`config.mk`:
```
export PLATFORM = sky130hd
export DESIGN_NAME = pzbcm_arbiter_client
export DESIGN_NICKNAME = d
export VERILOG_FILES = /design/src/rtl/pzbcm_arbiter_pkg.sv /design/src/rtl/pzbcm_arbiter_client_timer.sv /design/src/rtl/pzbcm_arbiter_client.sv
export SDC_FILE = /design/constraint.sdc
export NUM_CORES = 1
export LEC_CHECK = 0
export ABC_AREA = 1
export CAP_MARGIN = 20
export CORE_MARGIN = 4
export CORE_UTILIZATION = 46
export DETAILED_ROUTE_END_ITERATION = 12
export GPL_TIMING_DRIVEN = 0
export PLACE_DENSITY_LB_ADDON = 0.25
export SLEW_MARGIN = 10
export SYNTH_ARGS = -nofsm -noshare
export SYNTH_HDL_FRONTEND = slang
export SYNTH_SLANG_ARGS = --single-unit
```
`constraint.sdc`:
```
create_clock -name i_clk -period 1.6 [get_ports i_clk]
set_input_delay 0.16 -clock i_clk [delete_from_list [all_inputs] [get_ports i_clk]]
set_output_delay 0.16 -clock i_clk [all_outputs]
set_load 0.02 [all_outputs]
```
`src/rtl/pzbcm_arbiter_pkg.sv`:
```
// ---------------------------------------------------------------------------
// pzbcm_arbiter_pkg
// Shared types and helpers for the pzbcm arbiter and its client agents.
// Revision: 1.0 - initial release
// ---------------------------------------------------------------------------
`default_nettype none

package pzbcm_arbiter_pkg;

  // Widest grant vector the helper functions accept.
  localparam int MAX_GRANT_WIDTH = 32;

  typedef enum logic [1:0] {
    IDLE = 2'd0,
    REQ  = 2'd1,
    XFER = 2'd2
  } pzbcm_arbiter_client_state;

  // One-hot grants need one bit per requester, binary grants an index.
  function automatic int calc_grant_width(input int requests, input int onehot);
    if (onehot != 0) begin
      return (requests < 1) ? 1 : requests;
    end
    return (requests <= 2) ? 1 : $clog2(requests);
  endfunction

  // True when the grant vector designates client id.
  function automatic logic is_granted(
    input logic [MAX_GRANT_WIDTH-1:0] grant,
    input int                         id,
    input bit                         onehot
  );
    logic [MAX_GRANT_WIDTH-1:0] shifted;
    shifted = grant >> id;
    if (onehot) begin
      return shifted[0];
    end
    return (grant == MAX_GRANT_WIDTH'(id));
  endfunction

endpackage

`default_nettype wire

```
`src/rtl/pzbcm_arbiter_client_timer.sv`:
```
// ---------------------------------------------------------------------------
// pzbcm_arbiter_client_timer
// Request wait counter with expiry compare. Saturates at TIMEOUT_CYCLES.
// Revision: 1.0 - initial release
// ---------------------------------------------------------------------------
`default_nettype none

module pzbcm_arbiter_client_timer #(
  parameter int TIMEOUT_CYCLES = 1024
)(
  input  logic i_clk,
  input  logic i_rst_n,
  input  logic i_clear,
  input  logic i_count_en,
  output logic o_expired
);

  localparam int                     COUNT_WIDTH = $clog2(TIMEOUT_CYCLES + 1);
  localparam logic [COUNT_WIDTH-1:0] LIMIT       = COUNT_WIDTH'(TIMEOUT_CYCLES);

  logic [COUNT_WIDTH-1:0] count;

  // Count waiting cycles; held at zero outside the request phase.
  always_ff @(posedge i_clk or negedge i_rst_n) begin
    if (!i_rst_n) begin
      count <= '0;
    end else if (i_clear) begin
      count <= '0;
    end else if (i_count_en && (count != LIMIT)) begin
      count <= count + 1'b1;
    end
  end

  assign o_expired = (count == LIMIT);

endmodule

`default_nettype wire

```
`src/rtl/pzbcm_arbiter_client.sv`:
```
// ---------------------------------------------------------------------------
// pzbcm_arbiter_client
// Requester-side agent: takes a burst command, requests the arbiter, streams
// the beats once granted and frees the grant on the final beat.
// Optional feature macro: PZBCM_ARBITER_CLIENT_TIMEOUT_EN (request timeout).
// Revision: 1.0 - initial release
// ---------------------------------------------------------------------------
`default_nettype none

module pzbcm_arbiter_client
  import pzbcm_arbiter_pkg::*;
#(
  parameter int CLIENT_ID      = 0,
  parameter int REQUESTS       = 2,
  parameter int ONEHOT_GRANT   = 1,
  parameter int GRANT_WIDTH    = calc_grant_width(REQUESTS, ONEHOT_GRANT),
  parameter int BURST_WIDTH    = 4,
  parameter int TIMEOUT_CYCLES = 1024
)(
  input  logic                   i_clk,
  input  logic                   i_rst_n,
  input  logic                   i_start,
  output logic                   o_start_ready,
  input  logic [BURST_WIDTH-1:0] i_length,
  output logic                   o_request,
  input  logic [GRANT_WIDTH-1:0] i_grant,
  output logic                   o_free,
  output logic                   o_valid,
  input  logic                   i_ready,
  output logic                   o_last,
  output logic                   o_timeout
);

  if (TIMEOUT_CYCLES < 1) begin : g_timeout_check
    $error("TIMEOUT_CYCLES must be at least 1");
  end

  pzbcm_arbiter_client_state  state;
  logic [BURST_WIDTH-1:0]     length;
  logic [BURST_WIDTH-1:0]     count;
  logic                       timeout_pulse;
  logic [MAX_GRANT_WIDTH-1:0] grant_ext;
  logic                       granted;
  logic                       beat;
  logic                       expired;

  assign grant_ext = MAX_GRANT_WIDTH'(i_grant);

  // Request qualifies the grant so an idle binary grant of 0 or a stale
  // latched grant is never mistaken for ownership.
  assign granted = o_request && is_granted(grant_ext, CLIENT_ID, ONEHOT_GRANT != 0);

  assign o_start_ready = (state == IDLE);
  assign o_request     = (state == REQ) || (state == XFER);
  assign o_valid       = (state == XFER);
  assign o_last        = o_valid && (count == length);
  assign beat          = o_valid && i_ready;
  assign o_free        = beat && o_last;
  assign o_timeout     = timeout_pulse;

`ifdef PZBCM_ARBITER_CLIENT_TIMEOUT_EN
  pzbcm_arbiter_client_timer #(
    .TIMEOUT_CYCLES (TIMEOUT_CYCLES)
  ) u_timer (
    .i_clk      (i_clk),
    .i_rst_n    (i_rst_n),
    .i_clear    (state != REQ),
    .i_count_en (!granted),
    .o_expired  (expired)
  );
`else
  assign expired = 1'b0;
`endif

  // Burst control FSM: IDLE -> REQ -> XFER -> IDLE, with optional abandon.
  always_ff @(posedge i_clk or negedge i_rst_n) begin
    if (!i_rst_n) begin
      state         <= IDLE;
      length        <= '0;
      count         <= '0;
      timeout_pulse <= 1'b0;
    end else begin
      timeout_pulse <= 1'b0;
      case (state)
        IDLE: begin
          if (i_start) begin
            length <= i_length;
            count  <= '0;
            state  <= REQ;
          end
        end
        REQ: begin
          // A grant in the expiry cycle takes precedence over the timeout.
          if (granted) begin
            state <= XFER;
          end else if (expired) begin
            state         <= IDLE;
            timeout_pulse <= 1'b1;
          end
        end
        XFER: begin
          if (beat) begin
            count <= count + 1'b1;
            if (o_last) begin
              state <= IDLE;
            end
          end
        end
        default: state <= IDLE;
      endcase
    end
  end

endmodule

`default_nettype wire

```
==> results.txt <==
----------------------------------------------------
[Worst setup path]
  Required arrival time at the worst endpoint ... 1.75 ns
  R2r worst-path depth ... 8
  Critical Path Source Type ... flop
  Endpoint class of the critical path ... flop
  Largest delay share family, worst path ... simple AND/OR/NAND/NOR gates
  Reg-to-reg startpoint ... state[1]
  Endpoint of the worst register-to-register path ... state[1]
  Most repeated library cell on the critical path ... sky130_fd_sc_hd__nand2_1
  Highest-delay cell along the critical path ... sky130_fd_sc_hd__dfrtp_1
  Worst reg-to-reg setup slack ... 0.03 ns
  Combined buffer and inverter count along the critical path ... 1
  Crit-path max cell delay ... 0.41 ns
  Setup Crit Path Kind ... flop to flop
  Critical path fanouts, max ... 8
  Data arrival, critical path ... 1.72 ns
  Cells along the critical path ... buf_4, ha_4, nand2_1, nand2_2, a21oi_1, nand2_1, nand2_1, nand2_1

[Drt]
  Vias ... 569
  Final wirelength ... 1310 µm
  Detailed-route vias per instance ... 4.74
  Post-detailed-route count of antenna-violating nets ... 0
  1st-pass router iterations ... 4
  Routed wire length per instance ... 10.9 µm
  Number of design-rule violations left by the first detailed-router iteration ... 11
  # DRC ... 0

[Job]
  Max-capacitance violation count ... 0

[Pwr]
  Peak supply drop ... 0.937 mV
  Switching fraction of total power ... 0.442
  Combinational fraction of design power ... 0.554
  Switching power of the nets ... 620 µW
  Total leakage power ... 0.444 nW
  Clock network power share ... 0.163
  Power per cell area ... 1670 nW/µm²
  Internal ... 781 µW
  Overall power ... 1.40 mW
  Fraction of power consumed by sequential logic ... 0.283

[Timing]
  Hold Violations, Final ... 0
  Tcrit/Tclk final ... 0.979
  Highest achievable clock rate ... 0.639 GHz
  Final worst clock skew ... 0.0131 ns
  Worst setup margin ... 0.0342 ns
  Setup Viol. Count Final ... 0
  Minimum clock period ... 1.57 ns
  Total count of max-transition violations in the final report ... 0

[GRT]
  Aggregate global routing overflow ... 0
  Number of antenna violations at the first check in global routing ... 0
  Pin count of the biggest net entering global routing ... 11
  First-pass GRT wire length ... 2020 µm
  Vias in the first global route ... 472
  Aggregate global-route resource usage ... 0.143

[Floorplanning]
  Die span in y ... 44.9 µm
  I/O pin cnt ... 16
  Core Footprint ... 1280 µm²
  Starting utilization of the core area ... 0.488
  Horizontal extent of the die ... 44.9 µm
  Overall die area ... 2020 µm²
  Number of placement rows ... 13

[Logic synthesis]
  Post-Synthesis Cell Area ... 627 µm²
  Flops & latches, synth ... 10
  Area leader, netlist ... sky130_fd_sc_hd__dfrtp_1
  Synth warnings ... 0
  Post-Syn Nets ... 101
  Average instance area after synthesis ... 7.37 µm²
  Top post-synthesis cells by area ... sky130_fd_sc_hd__dfrtp_1 (40%), sky130_fd_sc_hd__nand2_1 (14%), sky130_fd_sc_hd__ha_1 (12%)
  Mapped Cells ... 85
  Area share of the largest cell type after synthesis ... 0.399
  Sequential cell area fraction in the yosys report ... 0.399
  Unique masters post-synth ... 15

[CTS]
  Clock H-tree levels ... 1
  Later-pin clock latency in the skew report ... 0.27 ns
  Count of hold-fix buffers inserted at cts ... 0
  Number of clock sinks ... 10
  Number of buffers added by the clock tree synthesis step ... 3
  Clk Tree Root Cell ... sky130_fd_sc_hd__clkbuf_4
  Number of buffers on the longest clock path ... 2
  CTS tree ... built
  Clock slew at reported path FFs ... 0.07 ns

[Min path]
  Type of the worst min-delay path ... input port to asynchronous set/reset pin

[Placed design]
  Port-buffer cells ... 13
  Post-detailed-placement half-perimeter wirelength ... 964 µm
  Global placer's final weighted congestion ... 0.728
  Placement-stage worst setup slack ... -0.262 ns

[Cells and area]
  Number of diodes ... 0
  Core utilization of the finished layout ... 0.653
  Fraction of layout cells with a size suffix above 1 ... 0.210
  Growth of design area from synthesis to finish ... 33.9%
  Final Net Count ... 122

[Status]
  Status ... completed

----------------------------------------------------
flip-flops by register name, indices dropped and copies added, names as in the netlist:
name	count
state	2
count	4
length	4
Yosys cell counts:
library cell              instances
sky130_fd_sc_hd__ha_1             6
sky130_fd_sc_hd__inv_1           13
sky130_fd_sc_hd__nor2_2           1
sky130_fd_sc_hd__nand3_1          5
sky130_fd_sc_hd__nand2_2          2
sky130_fd_sc_hd__dfrtp_1         10
sky130_fd_sc_hd__xor2_1           1
sky130_fd_sc_hd__a21oi_1          6
sky130_fd_sc_hd__nor2_1          10
sky130_fd_sc_hd__conb_1           1
sky130_fd_sc_hd__nand2_1         24
sky130_fd_sc_hd__nor2_4           1
sky130_fd_sc_hd__buf_4            1
sky130_fd_sc_hd__nor3_1           2
sky130_fd_sc_hd__o21ai_0          2
placed cells by master, fill, tap and decap left out, drive strengths merged:
cell type       n
a21oi           6
buf             6
clkbuf          5
clkdlybuf4s50   8
conb            1
dfrtp          10
dlygate4sd2     2
ha              6
inv            13
nand2          26
nand3           5
nor2           12
nor3            2
o21ai           2
xor2            1
power by group through the flow:
stage	clock network (mW)	registers [mW]	logic (mW)
3_5_place_dp	0	0.399	0.696
4_1_cts	0.235	0.401	0.693
6_report	0.228	0.397	0.775
2_1_floorplan	0	0.386	0.505
5_1_grt	0.245	0.406	0.882
3_3_place_gp	0	0.395	0.674
cell families after synthesis:
logic type	after synthesis	share of synthesized area
buffers and inverters	14	0.0898
AO/OA/AOI/OAI	8	0.0639
adder cells (fa/ha/maj)	6	0.120
XOR/XNOR	1	0.0140
other	1	0.00598
AND/OR/NAND/NOR	45	0.307
flip-flops	10	0.399
layer usage:
layer	global-route usage	share of wire
met3	0.0717	0.054
met4	0.0175	0.0046
met1	0.188	0.42
met2	0.218	0.52
met5	0	0
layout make-up:
class                      instances  area, µm²
inverter                          13       48.8
sequential                        10        250
clock buffer                       4       36.3
tap                               15       18.8
multi-input combinational         61        340
timing repair buffer              16        138
fill                             119        445
buffer                             1       7.51
how the worst max path moves through the flow:
stage             start             to  slack [ns]  depth (start not counted)
6_report       state[1]       state[1]        0.03                          8
5_1_grt        state[1]       state[1]       -0.07                          8
4_1_cts        state[1]  o_start_ready       0.003                          3
3_5_place_dp   state[0]         o_free       -0.26                          5
3_3_place_gp   state[0]         o_free       -0.24                          5
2_1_floorplan  state[0]       count[3]        0.11                          8
timing repair:
item                                    in CTS  in global routing
gates resized for setup                     14                  8
endpoints found under the setup margin       5                  8
pin swaps                                    0                  2
endpoints found under the hold margin        0                  0
setup buffers                                0                  3
stage by stage:
stage | cell area, µm² | hold WS [ns] | std cells | TNS (ns)
4_1_cts | 820 | 0.200 | 117 | 0
3_5_place_dp | 776 | 0.501 | 113 | -0.551
3_3_place_gp | 776 | 0.490 | 113 | -0.499
5_1_grt | 840 | 0.217 | 120 | -0.114
2_1_floorplan | 627 | -0.136 | 85 | 0
6_report | 840 | 0.188 | 120 | 0
(Power assumes the default switching activity.)
